`config.mk`:
```
export PLATFORM = sky130hd
export DESIGN_NAME = pwm_capture
export DESIGN_NICKNAME = d
export VERILOG_FILES = /design/src/rtl/pwm_pkg.sv /design/src/rtl/synchronizer.sv /design/src/rtl/pwm_capture.sv
export SDC_FILE = /design/constraint.sdc
export NUM_CORES = 1
export LEC_CHECK = 0
export CAP_MARGIN = 20
export CORE_ASPECT_RATIO = 0.8
export CORE_MARGIN = 1.5
export CORE_UTILIZATION = 46
export CTS_CLUSTER_SIZE = 10
export DETAILED_ROUTE_END_ITERATION = 8
export GPL_ROUTABILITY_DRIVEN = 0
export PLACE_DENSITY = 0.67
export SYNTH_ARGS = -nofsm -noshare
export SYNTH_HDL_FRONTEND = slang
export SYNTH_SLANG_ARGS = --single-unit
```
`constraint.sdc`:
```
create_clock -name clk_in -period 3.1 [get_ports clk_in]
set_input_delay 0.62 -clock clk_in [delete_from_list [all_inputs] [get_ports clk_in]]
set_output_delay 0.62 -clock clk_in [all_outputs]
set_load 0.05 [all_outputs]
```
`src/rtl/pwm_pkg.sv`:
```
// rtl/pwm_pkg.sv - shared PWM capture types and defaults
package pwm_pkg;

  localparam int DEFAULT_PWM_PERIOD = 256;

  typedef enum logic {
    IDLE    = 1'b0,
    MEASURE = 1'b1
  } state_t;

endpackage

```
`src/rtl/synchronizer.sv`:
```
// rtl/synchronizer.sv - 2-flop single-bit synchronizer, async active-low reset
module synchronizer (
  input  logic clk,
  input  logic rst_n,
  input  logic d,
  output logic q
);

  logic meta;

  always_ff @(posedge clk or negedge rst_n) begin
    if (!rst_n) begin
      meta <= 1'b0;
      q    <= 1'b0;
    end else begin
      meta <= d;
      q    <= meta;
    end
  end

endmodule

```
`src/rtl/pwm_capture.sv`:
```
// rtl/pwm_capture.sv - PWM duty-cycle capture with frame-length lock and timeout
module pwm_capture
  import pwm_pkg::*;
#(
  parameter int PERIOD = DEFAULT_PWM_PERIOD
) (
  input  logic       clk_in,
  input  logic       rst_in,
  input  logic       sig_in,
  input  logic       en_in,
  output logic [7:0] dc_out,
  output logic       valid_out,
  output logic       locked_out,
  output logic       err_out
);

  localparam int CW = $clog2(2 * PERIOD) + 1;
  localparam logic [CW-1:0] PERIOD_C       = CW'(PERIOD);
  localparam logic [CW-1:0] TIMEOUT_LAST_C = CW'(2 * PERIOD - 1);
  localparam logic [CW-1:0] ONE_C          = CW'(1);

  logic s;
  logic s_prev;
  logic rise;

  state_t state, state_nxt;

  logic [CW-1:0] period_cnt, period_nxt;
  logic [CW-1:0] high_cnt, high_nxt;
  logic [CW-1:0] timeout_cnt, timeout_nxt;
  logic [7:0]    dc_nxt;
  logic          valid_nxt, locked_nxt, err_nxt;

  synchronizer u_sync (
    .clk   (clk_in),
    .rst_n (rst_in),
    .d     (sig_in),
    .q     (s)
  );

  assign rise = s & ~s_prev;

  always_ff @(posedge clk_in or negedge rst_in) begin
    if (!rst_in) begin
      state <= IDLE;
    end else begin
      state <= state_nxt;
    end
  end

  always_comb begin
    state_nxt   = state;
    period_nxt  = period_cnt;
    high_nxt    = high_cnt;
    timeout_nxt = timeout_cnt;
    dc_nxt      = dc_out;
    valid_nxt   = 1'b0;
    err_nxt     = 1'b0;
    locked_nxt  = locked_out;

    if (!en_in) begin
      state_nxt   = IDLE;
      period_nxt  = '0;
      high_nxt    = '0;
      timeout_nxt = '0;
      locked_nxt  = 1'b0;
    end else if (rise) begin
      // A rise always closes the open frame, even when the timeout is due.
      state_nxt   = MEASURE;
      period_nxt  = ONE_C;
      high_nxt    = ONE_C;
      timeout_nxt = '0;
      if (state == MEASURE) begin
        if (period_cnt == PERIOD_C) begin
          dc_nxt     = 8'(high_cnt);
          valid_nxt  = 1'b1;
          locked_nxt = 1'b1;
        end else begin
          err_nxt    = 1'b1;
          locked_nxt = 1'b0;
        end
      end
    end else if (timeout_cnt == TIMEOUT_LAST_C) begin
      state_nxt   = IDLE;
      timeout_nxt = '0;
      dc_nxt      = {8{s}};
      valid_nxt   = 1'b1;
      locked_nxt  = 1'b0;
    end else begin
      timeout_nxt = timeout_cnt + ONE_C;
      if (state == MEASURE) begin
        period_nxt = period_cnt + ONE_C;
        high_nxt   = high_cnt + {{(CW-1){1'b0}}, s};
      end
    end
  end

  always_ff @(posedge clk_in or negedge rst_in) begin
    if (!rst_in) begin
      s_prev      <= 1'b0;
      period_cnt  <= '0;
      high_cnt    <= '0;
      timeout_cnt <= '0;
      dc_out      <= '0;
      valid_out   <= 1'b0;
      locked_out  <= 1'b0;
      err_out     <= 1'b0;
    end else begin
      s_prev      <= s;
      period_cnt  <= period_nxt;
      high_cnt    <= high_nxt;
      timeout_cnt <= timeout_nxt;
      dc_out      <= dc_nxt;
      valid_out   <= valid_nxt;
      locked_out  <= locked_nxt;
      err_out     <= err_nxt;
    end
  end

endmodule

```
## After elaboration in Yosys (flattened, before gate mapping)

Cells that the tools add are included.

- Bits in latches: 0
- RAM bits: 0
- Memories: 0
- Memory bits (read-only): 0
- Output and inout port bits: 11
- Register bits: 45

- Shift-type cells: 0
- Add/sub/neg operators: 3
- Div/mod/pow operators: 0
- Bitwise operators: 2
- Reduce and logical (&&, ||, !) cells: 4
- Magnitude comparators: 0
- $mul: 0
- Multiplexer cells: 30
- Equality and inequality tests: 8

Operators by type and width:

| kind | count |
|---|---|
| 10-bit two-way mux | 11 |
| 8-bit two-way mux | 4 |
| 10-bit by 1-bit adder with 10-bit output (second input constant) | 2 |
| 10-bit by 9-bit == test with 1-bit output (second input constant) | 2 |
| 1-bit two-way mux | 15 |
| 10-bit by 1-bit adder with 10-bit output | 1 |
| 3-bit by 1-bit != test with 1-bit output (second input constant) | 2 |
| 2-bit by 1-bit != test with 1-bit output (second input constant) | 2 |
| 2-bit AND reduction | 2 |
| 4-bit AND reduction | 1 |
| 3-bit by 2-bit != test with 1-bit output (second input constant) | 1 |
| 3-bit != test (second input constant) | 1 |
| 2-bit nonzero test | 1 |
| 1-bit AND | 1 |
| 1-bit NOT | 1 |

## Longest topological paths before layout

- Word-level depth: 5
- Mapped depth: 7

## By module

Synthesis repeated with hierarchy kept, for this count alone.

- Cells, all modules: 199
- Area, all modules: 2099.5 um2

By module, submodules not included:

| module | sequential area each (um2) | instances | area an instance (um2) | cells each |
|---|---|---|---|---|
| pwm_capture | 1026.0 | 1 | 2049.5 | 197 |
| synchronizer | 50.0 | 1 | 50.0 | 2 |

## Worst setup path before layout

Ideal clock, no wire load.

- Path kind: in2reg
- Start: input port en_in
- End: register period_cnt[8]
- Stages: 4
- Arrival: 1.605 ns
- Path buffers: 1
- Required time: 3.017 ns
- Slack: 1.412 ns
- Library setup time: 0.083 ns
- Cell sequence: clkbuf_1 > nand2_1 > or4_1 > o21ai_0

- Longest elaborated chain between the ends: 2
- Elaborated cells between the ends (all ways): 4
- Those cells by class: eq/ne (2); mux (1); reduce/logical (1)

Ends and longest elaborated chain:

| item | RTL line | text |
|---|---|---|
| from (decl) | pwm_capture.sv:10 | `input logic en_in,` |
| 3-bit != test (no source line) or 3-bit by 1-bit != test with 1-bit output (tied branches) | - |  |
| 2-bit AND reduction (no source line) | - |  |
| to (signal assigned) | pwm_capture.sv:110 | `period_cnt <= period_nxt;` |
| to (decl) | pwm_capture.sv:28 | `logic [CW-1:0] period_cnt, period_nxt;` |

Several ways; a longest one is shown, not always the timed one.
A chain may end at the register's enable or synchronous reset.

## Final worst setup path

- Start: register locked_out
- End: output port locked_out

RTL lines:

| item | RTL line | text |
|---|---|---|
| from (decl) | pwm_capture.sv:13 | `output logic locked_out,` |
| from (signal assigned) | pwm_capture.sv:115 | `locked_out <= locked_nxt;` |

No word-level cell between the ends.

==> reports/summary.txt <==
Status: finished clean
Vias: 1,588
PostCTS Resize Cnt: 0
Nets@finish: 229
YS warnings: 0
Clock Latency Late Sink: 310 ps
Area growth, synth to finish: 15.5%
Levels on crit path: 1
Pin count of the biggest net entering global routing: 44
Syn_area_per_cell: 10.3 um2
CTS Hold Buffers Added: 0
Clk slew on worst S/H paths: 80 ps
Routed wire per std cell: 15.7 um
DIE HEIGHT: 63.1 um
Top cell type's share of synthesized area: 0.519
Cell Chain, Critical Path: clkdlybuf4s50_1
Unique masters post-synth: 34
Register area share after synthesis: 0.519
Initial antenna violation count: 0
RSZ-0062 raised after global routing: no
Buf/Inv on CP: 1
WP data arrival: 1490 ps
Multi-input gate area: 955 um2
Max-cap check violation count: 0
Sequential share of power: 0.531
Crit. End Element: output pin
Final hold violations: 0
Initial Util: 0.487
First-pass GRT wire length: 7450 um
Vias per cell: 5.71
Dpl hpwl: 3070 um
Num CTS Buffers: 5
Die Area: 4920 um2
Clock power share: 0.415
Reg2reg setup slack: 1000 ps
Ranking of synthesized cells by area: dfrtp_1, a21oi_1, nand3_1, o2bb2ai_1, ha_1
Crit path to: locked_out
Vias in the first global route: 1,523
Routed WL: 4380 um
Core footprint: 4260 um2
P_sw: 0.242 mW
Worst path required time: 2480 ps
Post-route ant nets: 0
Post-synth EDFFs: 0
Post-CTS setup buffers: 0
Share of cells above drive strength 1: 0.0769
Pins Over Slew Limit: 0
Final min period: 2110 ps
Hold Path Depth: 0
Rel. slew slack: 0.378
Setup-failing EPs final: 0
Max Freq: 0.474 GHz
Wl on met1: 2190 um
Top layer in use: met4
Startpoint Class: register
Hold crit path type: register to register
Final Skew: 6.80 ps
Leading area contributor after synthesis: dfrtp_1
Clk buf depth: 2
FP Rows: 21
Mapped Cells: 202
Lkg Pwr: 0.952 nW
Post-synth top cells: dfrtp_1, a21oi_1, nor2_1, nand3_1, nand2_1
Critical path's top delay family: buffers and inverters
Clk root buf: clkbuf_8
Net Sw Frac: 0.222
Synth Register Bits: 43
Type of the worst setup path: register to output pin
CTS tree: built
Synthesized net count: 211
R2R depth: 5
Clk sinks: 43
Power Density: 455 nW/um2
Internal power: 0.847 mW
WL met3: 143 um
Combinational Power Share: 0.054
Fin Setup TNS: 0 ps
H-tree depth: 2
DR pass1 iterations: 4
Peak VDD IR: 271 uV
IO Port Bufs: 14
Critical R2R Launch: timeout_cnt[0]
Routed length on met2: 1960 um
ANT cells: 0
Overall routing resource usage: 0.201
Placed Area: 2280 um2
Post-route DRC: 0
Die Span X: 78.1 um
Critical Path Slowest Stage Cell: clkdlybuf4s50_1
DR iter-0 viols: 79
Count leader, synth: dfrtp_1
Fin area: 2400 um2
Register area: 1080 um2
Predominant post-synthesis flop cell: dfrtp_1
Synthesized area: 2070 um2
Worst-margin pin slew: 933 ps
CP Max Fanout: 2
Worst setup path start: locked_out
GRT overflow: 0
Ys async rst share: 1.00
Tcrit/Tclk final: 0.680
Reg-to-reg endpoint: high_cnt[5]
Ports: 15
Fill cell total of the finished layout: 383
Highest cell delay on the worst timing path: 810 ps
sequential cells by signal, indices dropped and copies added (netlist names):
signal,count
dc_out,8
err_out,1
high_cnt,8
locked_out,1
period_cnt,10
s_prev,1
state,1
timeout_cnt,10
u_sync.meta,1
u_sync.q,1
valid_out,1
power by group through the flow:
| stage | combinational [mW] | sequential [mW] | clock (mW) |
|---|---|---|---|
| floorplan | 0.0343 | 0.588 | 0 |
| global placement | 0.0583 | 0.589 | 0 |
| detailed placement | 0.0591 | 0.589 | 0 |
| CTS | 0.0600 | 0.578 | 0.464 |
| global route | 0.0663 | 0.580 | 0.491 |
| finish | 0.0588 | 0.579 | 0.452 |
cells by family (layout without fill, tap and decap cells):
family                     Yosys count  count (layout)  synth area share
muxes                                2               2            0.0103
AOI/OAI and AO/OA                   53              53             0.168
and+or+nand+nor                     78              78             0.212
DFF                                 43              43             0.519
xor gates and xnor gates             9               9            0.0380
adders and majority gates            5               5            0.0302
buffers and inverters               12              31            0.0235
metrics by stage:
stage / hold WS, ps / worst slack (ps) / util / total power [mW] / std cells
global placement: 340 / 1000 / 0.535 / 0.647 / 270
detailed placement: 340 / 926 / 0.535 / 0.649 / 270
floorplan: 324 / 1410 / - / 0.622 / 202
global route: 363 / 877 / 0.563 / 1.14 / 278
finish: 354 / 990 / 0.563 / 1.09 / 278
CTS: 359 / 975 / 0.563 / 1.10 / 278
placed cells by master (no fill, tap or decap), types with 2 or more instances in the layout:
| cell | Yosys | routed |
|---|---|---|
| dfrtp_1 | 43 | 43 |
| a21oi_1 | 22 | 22 |
| nor2_1 | 16 | 16 |
| nand3_1 | 14 | 14 |
| clkdlybuf4s50_1 | 0 | 13 |
| nand2_1 | 12 | 12 |
| or3_1 | 8 | 8 |
| o21ai_0 | 8 | 8 |
| o2bb2ai_1 | 8 | 8 |
| xor2_1 | 6 | 6 |
| inv_1 | 6 | 6 |
| or4_1 | 6 | 6 |
| clkbuf_8 | 0 | 6 |
| nand4_1 | 5 | 5 |
| a21boi_0 | 5 | 5 |
| o31ai_1 | 6 | 5 |
| ha_1 | 5 | 5 |
| nand2b_1 | 3 | 3 |
| xnor2_1 | 3 | 3 |
| and4_1 | 3 | 3 |
| and3_1 | 3 | 3 |
| and2_1 | 2 | 2 |
| nor2b_1 | 2 | 2 |
| buf_4 | 0 | 2 |
routing by layer:
| layer | GRT usage | up-vias |
|---|---|---|
| li1 | - | 780 |
| met1 | 0.282 | 770 |
| met3 | 0.0478 | 9 |
| met4 | 0.100 | 0 |
| met5 | 0 | - |
| met2 | 0.291 | 29 |
layout make-up:
class	instances	area share
Clock buffer	6	0.0345
Clock inverter	2	0.0146
Inverter	7	0.0110
Multi-Input combinational cell	147	0.398
Sequential cell	43	0.449
Tap cell	57	0.0298
Timing Repair Buffer	16	0.0627
worst min path at each step:
| stage | startpoint | end | slack, ps |
|---|---|---|---|
| floorplan | rst_in | dc_out[0] | 320 |
| global placement | u_sync.meta | u_sync.q | 340 |
| detailed placement | u_sync.meta | u_sync.q | 340 |
| CTS | u_sync.meta | u_sync.q | 360 |
| global route | u_sync.meta | u_sync.q | 360 |
| finish | u_sync.meta | u_sync.q | 350 |
Power figures use the tool's default switching activity.
